--- src/rtl/ddr3_mem_pkg.sv ---
// ---------------------------------------------------------------------------
// ddr3_mem_pkg
// Shared types for the CPU-side DDR3 request scheduler: the queued request
// record, the scheduler state encoding and the default queue / burst sizes.
// ---------------------------------------------------------------------------
package ddr3_mem_pkg;

    localparam int DEPTH_DEF     = 4;   // request queue entries
    localparam int BURST_CYC_DEF = 4;   // controller data cycles per access

    typedef struct packed {
        logic        cmd;     // 1 = read, 0 = write
        logic [2:0]  ba;
        logic [14:0] row;
        logic [9:0]  col;
        logic [63:0] wdata;
    } ddr3_req_t;

    typedef enum logic [1:0] {
        S_IDLE,
        S_ISSUE,
        S_WAIT_RD,
        S_WAIT_WR
    } sched_state_t;

endpackage

--- src/rtl/ddr3_cpu_req_sched_if.sv ---
// ---------------------------------------------------------------------------
// ddr3_cpu_req_sched_if
// Bundles the CPU request port, the controller command/data port and the
// read-response port of the scheduler.
//   slave  : scheduler view (takes CPU requests, drives the controller)
//   master : environment view (CPU + controller model)
// ---------------------------------------------------------------------------
interface ddr3_cpu_req_sched_if;

    // CPU request side
    logic        req_valid;
    logic        req_ready;
    logic        req_cmd;
    logic [2:0]  req_ba;
    logic [14:0] req_row;
    logic [9:0]  req_col;
    logic [63:0] req_wdata;

    // controller side
    logic        cmd_rdy;
    logic        addr_valid;
    logic        cmd;
    logic [2:0]  ba;
    logic [14:0] addr;
    logic [9:0]  col;
    logic [63:0] wr_data;
    logic [63:0] rd_data_in;

    // read response
    logic        rsp_valid;
    logic [63:0] rsp_data;

    modport slave (
        input  req_valid, req_cmd, req_ba, req_row, req_col, req_wdata,
        input  cmd_rdy, rd_data_in,
        output req_ready, addr_valid, cmd, ba, addr, col, wr_data,
        output rsp_valid, rsp_data
    );

    modport master (
        output req_valid, req_cmd, req_ba, req_row, req_col, req_wdata,
        output cmd_rdy, rd_data_in,
        input  req_ready, addr_valid, cmd, ba, addr, col, wr_data,
        input  rsp_valid, rsp_data
    );

endinterface

--- src/rtl/ddr3_req_fifo.sv ---
// ---------------------------------------------------------------------------
// ddr3_req_fifo
// DEPTH-entry FIFO of CPU requests. No bypass in either direction: a pushed
// entry reaches the head one cycle later, and a full queue refuses a push
// even when the head is popped in the same cycle.
//   clk_i, rst_i  : clock, synchronous active-high reset
//   push_i        : push request (accepted only while ready_o)
//   push_data_i   : request to store
//   pop_i         : remove head entry (ignored when empty)
//   head_o        : oldest entry
//   count_o       : number of stored entries
//   ready_o       : count_o < DEPTH
// ---------------------------------------------------------------------------
module ddr3_req_fifo
    import ddr3_mem_pkg::*;
#(
    parameter  int DEPTH = DEPTH_DEF,
    localparam int PW    = (DEPTH > 1) ? $clog2(DEPTH) : 1,
    localparam int CW    = $clog2(DEPTH + 1)
) (
    input  logic          clk_i,
    input  logic          rst_i,
    input  logic          push_i,
    input  ddr3_req_t     push_data_i,
    input  logic          pop_i,
    output ddr3_req_t     head_o,
    output logic [CW-1:0] count_o,
    output logic          ready_o
);

    ddr3_req_t     mem_q [DEPTH];
    logic [PW-1:0] wr_ptr_q, wr_ptr_d;
    logic [PW-1:0] rd_ptr_q, rd_ptr_d;
    logic [CW-1:0] count_q, count_d;
    logic          push_ok;
    logic          pop_ok;

    // Pointers wrap explicitly so DEPTH need not be a power of two.
    function automatic logic [PW-1:0] ptr_inc(input logic [PW-1:0] p);
        return (p == PW'(DEPTH - 1)) ? '0 : p + 1'b1;
    endfunction

    assign ready_o = (count_q < CW'(DEPTH));
    assign push_ok = push_i && ready_o;
    assign pop_ok  = pop_i && (count_q != '0);
    assign head_o  = mem_q[rd_ptr_q];
    assign count_o = count_q;

    always_comb begin
        wr_ptr_d = wr_ptr_q;
        rd_ptr_d = rd_ptr_q;
        count_d  = count_q;
        if (push_ok) wr_ptr_d = ptr_inc(wr_ptr_q);
        if (pop_ok)  rd_ptr_d = ptr_inc(rd_ptr_q);
        case ({push_ok, pop_ok})
            2'b10:   count_d = count_q + 1'b1;
            2'b01:   count_d = count_q - 1'b1;
            default: count_d = count_q;
        endcase
    end

    always_ff @(posedge clk_i) begin
        if (rst_i) begin
            wr_ptr_q <= '0;
            rd_ptr_q <= '0;
            count_q  <= '0;
        end else begin
            wr_ptr_q <= wr_ptr_d;
            rd_ptr_q <= rd_ptr_d;
            count_q  <= count_d;
        end
    end

    // Storage is only ever read at valid entries, so it carries no reset.
    always_ff @(posedge clk_i) begin
        if (push_ok) mem_q[wr_ptr_q] <= push_data_i;
    end

endmodule

--- src/rtl/ddr3_cpu_req_sched.sv ---
// ---------------------------------------------------------------------------
// ddr3_cpu_req_sched
// Queues CPU read/write requests and issues them one at a time to a DDR3
// controller, then waits out the BURST_CYC data cycles before the next issue.
// Reads return the controller data on a one-cycle rsp_valid strobe.
//   cpu_clk : sole clock
//   reset   : synchronous active-high reset, discards all queued/in-flight work
//   bus     : CPU request, controller command/data and response signals
//
//   state     | meaning
//   ----------+---------------------------------------------------------
//   S_IDLE    | queue empty, nothing in flight
//   S_ISSUE   | head entry presented with addr_valid, waiting for cmd_rdy
//   S_WAIT_RD | read burst in progress, response strobed in last cycle
//   S_WAIT_WR | write burst in progress, wr_data held stable
// ---------------------------------------------------------------------------
module ddr3_cpu_req_sched
    import ddr3_mem_pkg::*;
#(
    parameter int DEPTH     = DEPTH_DEF,
    parameter int BURST_CYC = BURST_CYC_DEF
) (
    input  logic                 cpu_clk,
    input  logic                 reset,
    ddr3_cpu_req_sched_if.slave  bus
);

    localparam int CW     = $clog2(DEPTH + 1);
    localparam int BW     = (BURST_CYC > 1) ? $clog2(BURST_CYC) : 1;
    localparam int RSP_AT = (BURST_CYC > 1) ? BURST_CYC - 2 : 0;

    ddr3_req_t     push_req;
    ddr3_req_t     head;
    logic [CW-1:0] count;
    logic          pop;

    sched_state_t  state_q;
    logic [BW-1:0] burst_q;
    ddr3_req_t     issue_q;
    logic          addr_valid_q;
    logic          rsp_valid_q;
    logic [63:0]   rsp_data_q;

    logic          burst_last;
    logic          rsp_due;

    assign push_req = {bus.req_cmd, bus.req_ba, bus.req_row, bus.req_col, bus.req_wdata};

    // addr_valid is only high in S_ISSUE, so the handshake pops the head.
    assign pop = (state_q == S_ISSUE) && bus.cmd_rdy;

    ddr3_req_fifo #(
        .DEPTH (DEPTH)
    ) u_fifo (
        .clk_i       (cpu_clk),
        .rst_i       (reset),
        .push_i      (bus.req_valid),
        .push_data_i (push_req),
        .pop_i       (pop),
        .head_o      (head),
        .count_o     (count),
        .ready_o     (bus.req_ready)
    );

    assign burst_last = (burst_q == BW'(BURST_CYC - 1));
    // The response register loads one edge early so that rsp_valid is
    // visible during the final burst cycle rather than after it.
    assign rsp_due    = (BURST_CYC > 1) && (burst_q == BW'(RSP_AT));

    always_ff @(posedge cpu_clk) begin
        if (reset) begin
            state_q      <= S_IDLE;
            burst_q      <= '0;
            issue_q      <= '0;
            addr_valid_q <= 1'b0;
            rsp_valid_q  <= 1'b0;
            rsp_data_q   <= '0;
        end else begin
            rsp_valid_q <= 1'b0;
            case (state_q)
                S_IDLE: begin
                    if (count != '0) begin
                        state_q      <= S_ISSUE;
                        addr_valid_q <= 1'b1;
                        issue_q      <= head;
                    end
                end
                S_ISSUE: begin
                    if (bus.cmd_rdy) begin
                        addr_valid_q <= 1'b0;
                        burst_q      <= '0;
                        state_q      <= issue_q.cmd ? S_WAIT_RD : S_WAIT_WR;
                        if (issue_q.cmd && (BURST_CYC == 1)) begin
                            rsp_valid_q <= 1'b1;
                            rsp_data_q  <= bus.rd_data_in;
                        end
                    end
                end
                S_WAIT_RD, S_WAIT_WR: begin
                    burst_q <= burst_q + 1'b1;
                    if ((state_q == S_WAIT_RD) && rsp_due) begin
                        rsp_valid_q <= 1'b1;
                        rsp_data_q  <= bus.rd_data_in;
                    end
                    if (burst_last) begin
                        if (count != '0) begin
                            state_q      <= S_ISSUE;
                            addr_valid_q <= 1'b1;
                            issue_q      <= head;
                        end else begin
                            state_q <= S_IDLE;
                        end
                    end
                end
                default: state_q <= S_IDLE;
            endcase
        end
    end

    assign bus.addr_valid = addr_valid_q;
    assign bus.cmd        = issue_q.cmd;
    assign bus.ba         = issue_q.ba;
    assign bus.addr       = issue_q.row;
    assign bus.col        = issue_q.col;
    assign bus.wr_data    = issue_q.wdata;
    assign bus.rsp_valid  = rsp_valid_q;
    assign bus.rsp_data   = rsp_data_q;

endmodule

--- src/flat_wrapper.sv ---
// flat-port wrapper written by rule: the top's interface ports become plain ports
module ddr3_cpu_req_sched_flat import ddr3_mem_pkg::*;
#(
    parameter int DEPTH     = DEPTH_DEF,
    parameter int BURST_CYC = BURST_CYC_DEF
)
  (cpu_clk, reset, bus_req_valid, bus_req_cmd, bus_req_ba, bus_req_row, bus_req_col, bus_req_wdata, bus_cmd_rdy, bus_rd_data_in, bus_req_ready, bus_addr_valid, bus_cmd, bus_ba, bus_addr, bus_col, bus_wr_data, bus_rsp_valid, bus_rsp_data);
  ddr3_cpu_req_sched_if bus_i ();
  input  logic cpu_clk;
  input  logic reset;
  input wire logic [$bits(bus_i.req_valid)-1:0] bus_req_valid;
  input wire logic [$bits(bus_i.req_cmd)-1:0] bus_req_cmd;
  input wire logic [$bits(bus_i.req_ba)-1:0] bus_req_ba;
  input wire logic [$bits(bus_i.req_row)-1:0] bus_req_row;
  input wire logic [$bits(bus_i.req_col)-1:0] bus_req_col;
  input wire logic [$bits(bus_i.req_wdata)-1:0] bus_req_wdata;
  input wire logic [$bits(bus_i.cmd_rdy)-1:0] bus_cmd_rdy;
  input wire logic [$bits(bus_i.rd_data_in)-1:0] bus_rd_data_in;
  output wire logic [$bits(bus_i.req_ready)-1:0] bus_req_ready;
  output wire logic [$bits(bus_i.addr_valid)-1:0] bus_addr_valid;
  output wire logic [$bits(bus_i.cmd)-1:0] bus_cmd;
  output wire logic [$bits(bus_i.ba)-1:0] bus_ba;
  output wire logic [$bits(bus_i.addr)-1:0] bus_addr;
  output wire logic [$bits(bus_i.col)-1:0] bus_col;
  output wire logic [$bits(bus_i.wr_data)-1:0] bus_wr_data;
  output wire logic [$bits(bus_i.rsp_valid)-1:0] bus_rsp_valid;
  output wire logic [$bits(bus_i.rsp_data)-1:0] bus_rsp_data;
  assign bus_i.req_valid = bus_req_valid;
  assign bus_i.req_cmd = bus_req_cmd;
  assign bus_i.req_ba = bus_req_ba;
  assign bus_i.req_row = bus_req_row;
  assign bus_i.req_col = bus_req_col;
  assign bus_i.req_wdata = bus_req_wdata;
  assign bus_i.cmd_rdy = bus_cmd_rdy;
  assign bus_i.rd_data_in = bus_rd_data_in;
  assign bus_req_ready = bus_i.req_ready;
  assign bus_addr_valid = bus_i.addr_valid;
  assign bus_cmd = bus_i.cmd;
  assign bus_ba = bus_i.ba;
  assign bus_addr = bus_i.addr;
  assign bus_col = bus_i.col;
  assign bus_wr_data = bus_i.wr_data;
  assign bus_rsp_valid = bus_i.rsp_valid;
  assign bus_rsp_data = bus_i.rsp_data;
  ddr3_cpu_req_sched #(.DEPTH(DEPTH), .BURST_CYC(BURST_CYC)) u_core (.cpu_clk(cpu_clk), .reset(reset), .bus(bus_i));
endmodule
--- config.mk ---
export PLATFORM = sky130hd
export DESIGN_NAME = ddr3_cpu_req_sched_flat
export DESIGN_NICKNAME = d
export VERILOG_FILES = /design/src/rtl/ddr3_mem_pkg.sv /design/src/rtl/ddr3_cpu_req_sched_if.sv /design/src/rtl/ddr3_req_fifo.sv /design/src/rtl/ddr3_cpu_req_sched.sv /design/src/flat_wrapper.sv
export SDC_FILE = /design/constraint.sdc
export NUM_CORES = 1
export LEC_CHECK = 0
export BUFFER_PORTS_ARGS = -buffer_cell sky130_fd_sc_hd__buf_4
export CAP_MARGIN = 20
export CORE_MARGIN = 2
export CORE_UTILIZATION = 50
export DETAILED_ROUTE_END_ITERATION = 10
export GPL_ROUTABILITY_DRIVEN = 0
export PLACE_DENSITY = 0.72
export SLEW_MARGIN = 20
export SYNTH_ARGS = -nofsm -noshare
export SYNTH_HDL_FRONTEND = slang
export SYNTH_SLANG_ARGS = --single-unit
--- constraint.sdc ---
create_clock -name cpu_clk -period 7.6 [get_ports cpu_clk]
set_clock_uncertainty 0.05 [all_clocks]
set_input_delay 0.76 -clock cpu_clk [delete_from_list [all_inputs] [get_ports cpu_clk]]
set_output_delay 0.76 -clock cpu_clk [all_outputs]
set_load 0.01 [all_outputs]
# Word-level counts from Yosys, hierarchy flattened
# Memory sizes are Yosys's and may differ from the RTL's. A register that Yosys moved wholly into a read port is not among the register bits.
# Index checks and enable logic that the tools add are counted.
# op_classes
n_addsub	5
n_eq_ne	12
muxes	23
n_reduce_logical	16
magnitude_cmp	1
n_bitwise	1
# op_table
operator	n
two-way mux 93 bit	2
one-hot mux 93 bit (2 select lines)	1
two-way mux 2 bit	8
equality test 2 bit (second input constant)	7
two-way mux 1 bit	8
AND reduction 2 bit	4
adder 2 x 1 -> 2 bit (second input constant)	3
one-hot mux 2 bit (3 select lines)	1
one-hot mux 3 bit (2 select lines)	1
nonzero test 2 bit	3
equality test 2 x 1 -> 1 bit (second input constant)	2
logical AND 1 bit	4
!= test 2 x 1 -> 1 bit (second input constant)	2
one-hot mux 2 bit (2 select lines)	1
OR reduction 2 bit	2
adder 3 x 1 -> 3 bit (second input constant)	1
less-than comparator 3 bit (second input constant)	1
one-hot mux 1 bit (3 select lines)	1
AND reduction 3 bit	1
nonzero test 3 bit	1
subtractor 3 x 1 -> 3 bit (second input constant)	1
zero test 2 bit	1
!= test 2 bit (second input constant)	1
inverter 1 bit	1
# totals
word_cells	72
out_inout_bits	160
ram_bits	372
n_memories	1
ff_bits	170
input_bits	161
# memory_table
name	words	width	rd	rd_clocked_by_memory_dff	write_ports	line	rtl
u_core.u_fifo.mem_q	4	93	1	1	1	ddr3_req_fifo.sv:31	ddr3_req_t mem_q [DEPTH];

# Depth between registers and ports, before layout
# depth
word_depth	5
depth_mapped	9
depth_no_buf	8

# Cells and area by module
# A second synthesis with hierarchy kept.
# hier_totals
cells_unflattened	1249
area_unflattened_um2	20493.4
# modules_own_cells
module	area_per_inst_um2	instances	seq_area_each_um2	cells_per_inst
ddr3_req_fifo	13875.8	1	11350.9	535
ddr3_cpu_req_sched	6617.6	1	3263.1	714

# Least setup slack after synthesis
# No wires, ideal clock.
# synth_timing
kind	input to register
startpoint	input bus_req_valid
endpoint	memory u_core.u_fifo.mem_q[0][0] (netlist bit), enable pin
arrival_ps	3295
path_slack_ps	3793
t_required_ps	7088
path_stages	3
setup_time_ps	462
path_buffers	1
cell_sequence	nor2b_1 > clkbuf_1 > and2_1
# synth_via
elab_chain_len	3
# synth_lines
item	line	rtl
start, declared	flat_wrapper.sv:11	input wire logic [$bits(bus_i.req_valid)-1:0] bus_req_valid;
logical AND 1 bit	ddr3_req_fifo.sv:44	assign push_ok = push_i && ready_o;
two-way mux 1 bit	ddr3_req_fifo.sv:76	if (push_ok) mem_q[wr_ptr_q] <= push_data_i;
two-way mux 1 bit (implied by the code)	ddr3_req_fifo.sv:76	
end, declared	ddr3_req_fifo.sv:31	
# No other way between the ends.

# Worst setup path in the final report
# layout_timing
startpoint	register u_core.state_q[1]
endpoint	register u_core.issue_q (netlist bit u_core.bus.addr[14])
# layout_via
elab_chain_len	4
word_cells_on_any_way	8
cone_classes	eq/ne: 3; mux: 1; reduce/logical: 4
# layout_lines
item	line	rtl
start, declared	ddr3_cpu_req_sched.sv:37	sched_state_t state_q;
start signal, assigned	ddr3_cpu_req_sched.sv:92	state_q <= issue_q.cmd ? S_WAIT_RD : S_WAIT_WR;
equality test 2 bit	ddr3_cpu_req_sched.sv:80	case (state_q)
OR reduction 2 bit	ddr3_cpu_req_sched.sv:80	
!= test 2 x 1 -> 1 bit (no line) / nonzero test 2 bit (equally long branches)	--	
AND reduction 2 bit (no line)	--	
end signal, assigned	ddr3_cpu_req_sched.sv:74	issue_q <= '0;
end signal, assigned	ddr3_cpu_req_sched.sv:85	issue_q <= head;
end signal, assigned	ddr3_cpu_req_sched.sv:109	issue_q <= head;
end, declared	ddr3_cpu_req_sched.sv:39	ddr3_req_t issue_q;
# Parallel ways exist; a longest one is shown, timed or not.
# A chain may end at the register's enable or synchronous reset.

==> impl_metrics.json <==
{
  "syn2layout_area_growth_pct": 21.3,
  "portBuffers": 320,
  "hold_viol": 0,
  "cts_tree": "built",
  "period_share_pct": 38.5,
  "synthFlopType": "edfxtp_1",
  "timing.critical_path.from": "u_core.state_q[1]",
  "grt-ovfl-total": 0,
  "cts.reportedPaths.clkPinSlew_ns": 0.06,
  "ys_ff_latch": 544,
  "irDropWorstVdd_uv": 206,
  "final_util_pct": 61.6,
  "drive_gt1_share_pct": 33.3,
  "rows": 73,
  "synth_area_per_cell_um2": 15.8,
  "rsz0062_at_grt": "false",
  "dp_hpwl_mm": 28.4,
  "crit_chain": "and2_4 -> o21a_4 -> buf_4 -> o21ai_0",
  "critical_path.reg2reg.startpoint": "u_core.state_q[1]",
  "setup_viol": 0,
  "die_x_um": 205,
  "ff2ff_path_depth": 4,
  "reg2reg_slack_ns": 4.67,
  "wl_per_cell_um": 22.2,
  "cp.arrival_ns": 3.31,
  "slowest_delay_ns": 0.73,
  "grt_max_degree": 103,
  "fin_tns_setup_ns": 0,
  "worstPathMaxFanout": 67,
  "nets": 1735,
  "whs_ns": 0.307,
  "track_usage_pct": 22.5,
  "cts_buffers": 53,
  "cts_resized": 0,
  "synth_edf_count": 372,
  "synthDistinctLibCells": 34,
  "worst-path-stages": 4,
  "max_freq_mhz": 342,
  "drv_slew": 0,
  "drtIter0Drc": 1148,
  "die_y_um": 205,
  "synth_common_cells": "372 x edfxtp_1, 223 x nand2_1, 172 x dfxtp_1",
  "tightestPinTransition_ns": 1.07,
  "yosys-top-cells-area": "edfxtp_1 55%, dfxtp_1 17%, mux4_2 10%, nand2_1 4.1%, o2111ai_1 4.0%",
  "cts_setup_buffers": 0,
  "grt_pass1_vias": 12000,
  "cts_max_level": 2,
  "place_inst": 2035,
  "grt_pass1_wl_mm": 71.3,
  "drt-vias-per-instance": 5.61,
  "netlist_area_um2": 20200,
  "ios": 321,
  "syn_inst": 1282,
  "synthArstFlopShare_pct": 0,
  "syn_nets": 1452,
  "holdCritPathClass": "in -> reg",
  "ant_nets": 0,
  "startpoint_type": "flop",
  "start_util_pct": 50.8,
  "placed_area_um2": 22900,
  "synth_top_area_share_pct": 55.2,
  "slowest_stage": "buf_4",
  "worst_setup_path_end_kind": "flop",
  "cp-endpoint": "u_core.bus.addr[14]",
  "via_count": 12000,
  "clock_path_buffers": 3,
  "die_area_um2": 42100,
  "crit_buf_inv": 1,
  "synth_seq_area_share_pct": 72.2,
  "drtPass1Iterations": 5,
  "antenna_found_initial": 8,
  "clock_latency_ns": 0.60,
  "layout_min_cycle_time_ns": 2.93,
  "worstPathRequired_ns": 7.98,
  "postCtsHoldBufs": 0,
  "fin_area_um2": 24500,
  "route.detailed.drc": 0,
  "finalWirelength_mm": 47.4,
  "final_cells": 2139,
  "status": "finished, final reports clean",
  "yosysWarnings": 0,
  "leakagePower_nw": 8.43,
  "yosysMostFrequentCell": "edfxtp_1",
  "clkSinkCount": 544,
  "path_class": "reg -> reg",
  "relSlewSlack_pct": 28.8,
  "cts_root_buffer": "clkbuf_16",
  "drv_cap": 0,
  "r2r_end": "u_core.bus.addr[14]",
  "critPathTopFamily": "compound AO/OA/AOI/OAI gates",
  "power.density_nw_per_um2": 283,
  "coreArea_um2": 39800,
  "synth_area_leader_cell": "edfxtp_1"
}
## per-layer routing
metal,vias up,track usage [%],share of wire [%]
met5,-,0,0.087
met4,6,6.81,1.9
met3,65,5.85,9.3
met2,500,36.7,49
met1,5910,29.9,40
li1,5521,-,-
## worst min-delay path by stage
stage	end	slack, ns	depth (start not counted)	start
after global routing	u_core.u_fifo.mem_q[2][83]	0.29	1	bus_req_row[9]
after detailed placement	u_core.bus.wr_data[45]	0.39	2	u_core.bus.wr_data[45]
final	u_core.u_fifo.mem_q[3][0]	0.31	1	bus_req_wdata[0]
after CTS	u_core.u_fifo.mem_q[2][0]	0.28	1	bus_req_wdata[0]
after floorplan	flop	0.42	2	u_core.u_fifo.rd_ptr_q[1]
after global placement	u_core.bus.addr[3]	0.39	2	u_core.bus.addr[3]
## logic make-up after synthesis
logic type / Yosys count / share of synthesized area (%)
AND/OR/NAND/NOR: 251 / 4.94
buffers and inverters: 116 / 2.97
multiplexers: 95 / 10.5
XOR/XNOR: 2 / 0.0866
flip-flops: 544 / 72.2
AO/OA/AOI/OAI: 265 / 8.72
adder cells (fa/ha/maj): 9 / 0.594
## state kept, by name, indices dropped and copies added, names as in the netlist, 3 cells and up, named ones only
register	cells
u_core.bus.addr	15
u_core.bus.ba	3
u_core.bus.col	10
u_core.bus.rsp_data	64
u_core.bus.wr_data	64
u_core.u_fifo.count_o	3
u_core.u_fifo.mem_q	372
## power by group
| group | switching, mW | internal (mW) | total (mW) |
|---|---|---|---|
| logic | 0.573 | 0.373 | 0.946 |
| registers | 0.120 | 3.40 | 3.52 |
| clock network | 1.08 | 1.40 | 2.48 |
## metrics by stage
stage | worst slack, ns | power, mW
floorplan | 3.79 | 4.11
global placement | 4.27 | 4.52
detailed placement | 4.27 | 4.54
CTS | 4.66 | 7.01
global route | 4.47 | 7.22
finish | 4.67 | 6.95
## layout by cell type, fill, tap and decap left out, drive strengths merged, types with 2 or more instances in the layout
cell     synthesis  layout
edfxtp         372     372
diode            0       5
clkinv           1      15
or3              2       2
clkbuf          47      79
dfxtp          172     172
a21oi           73      73
buf             59     334
mux4            93      93
o2111ai         93      93
o21ai           96      96
and2             5       5
ha               8       8
mux2i            2       2
inv              9      13
xor2             2       2
nand3b           4       4
nand2          223     223
nor2            10      10
## worst reg2reg max path: stages, from the launching register on
cell and delay [ns]:
dfxtp_1 0.51, and2_4 0.63, o21a_4 0.53, buf_4 0.75, o21ai_0 0.31
## area by class of cell
cell class                 count  area, um^2
antenna                        5        12.5
clock buffer                  79        1500
clock inverter                20         156
fill                        2945       15300
inverter                      10        42.5
multi-input combinational    622        5040
sequential                   544       14600
tap                          525         657
timing repair buffer         334        2510
Power figures use the tool's default switching activity.
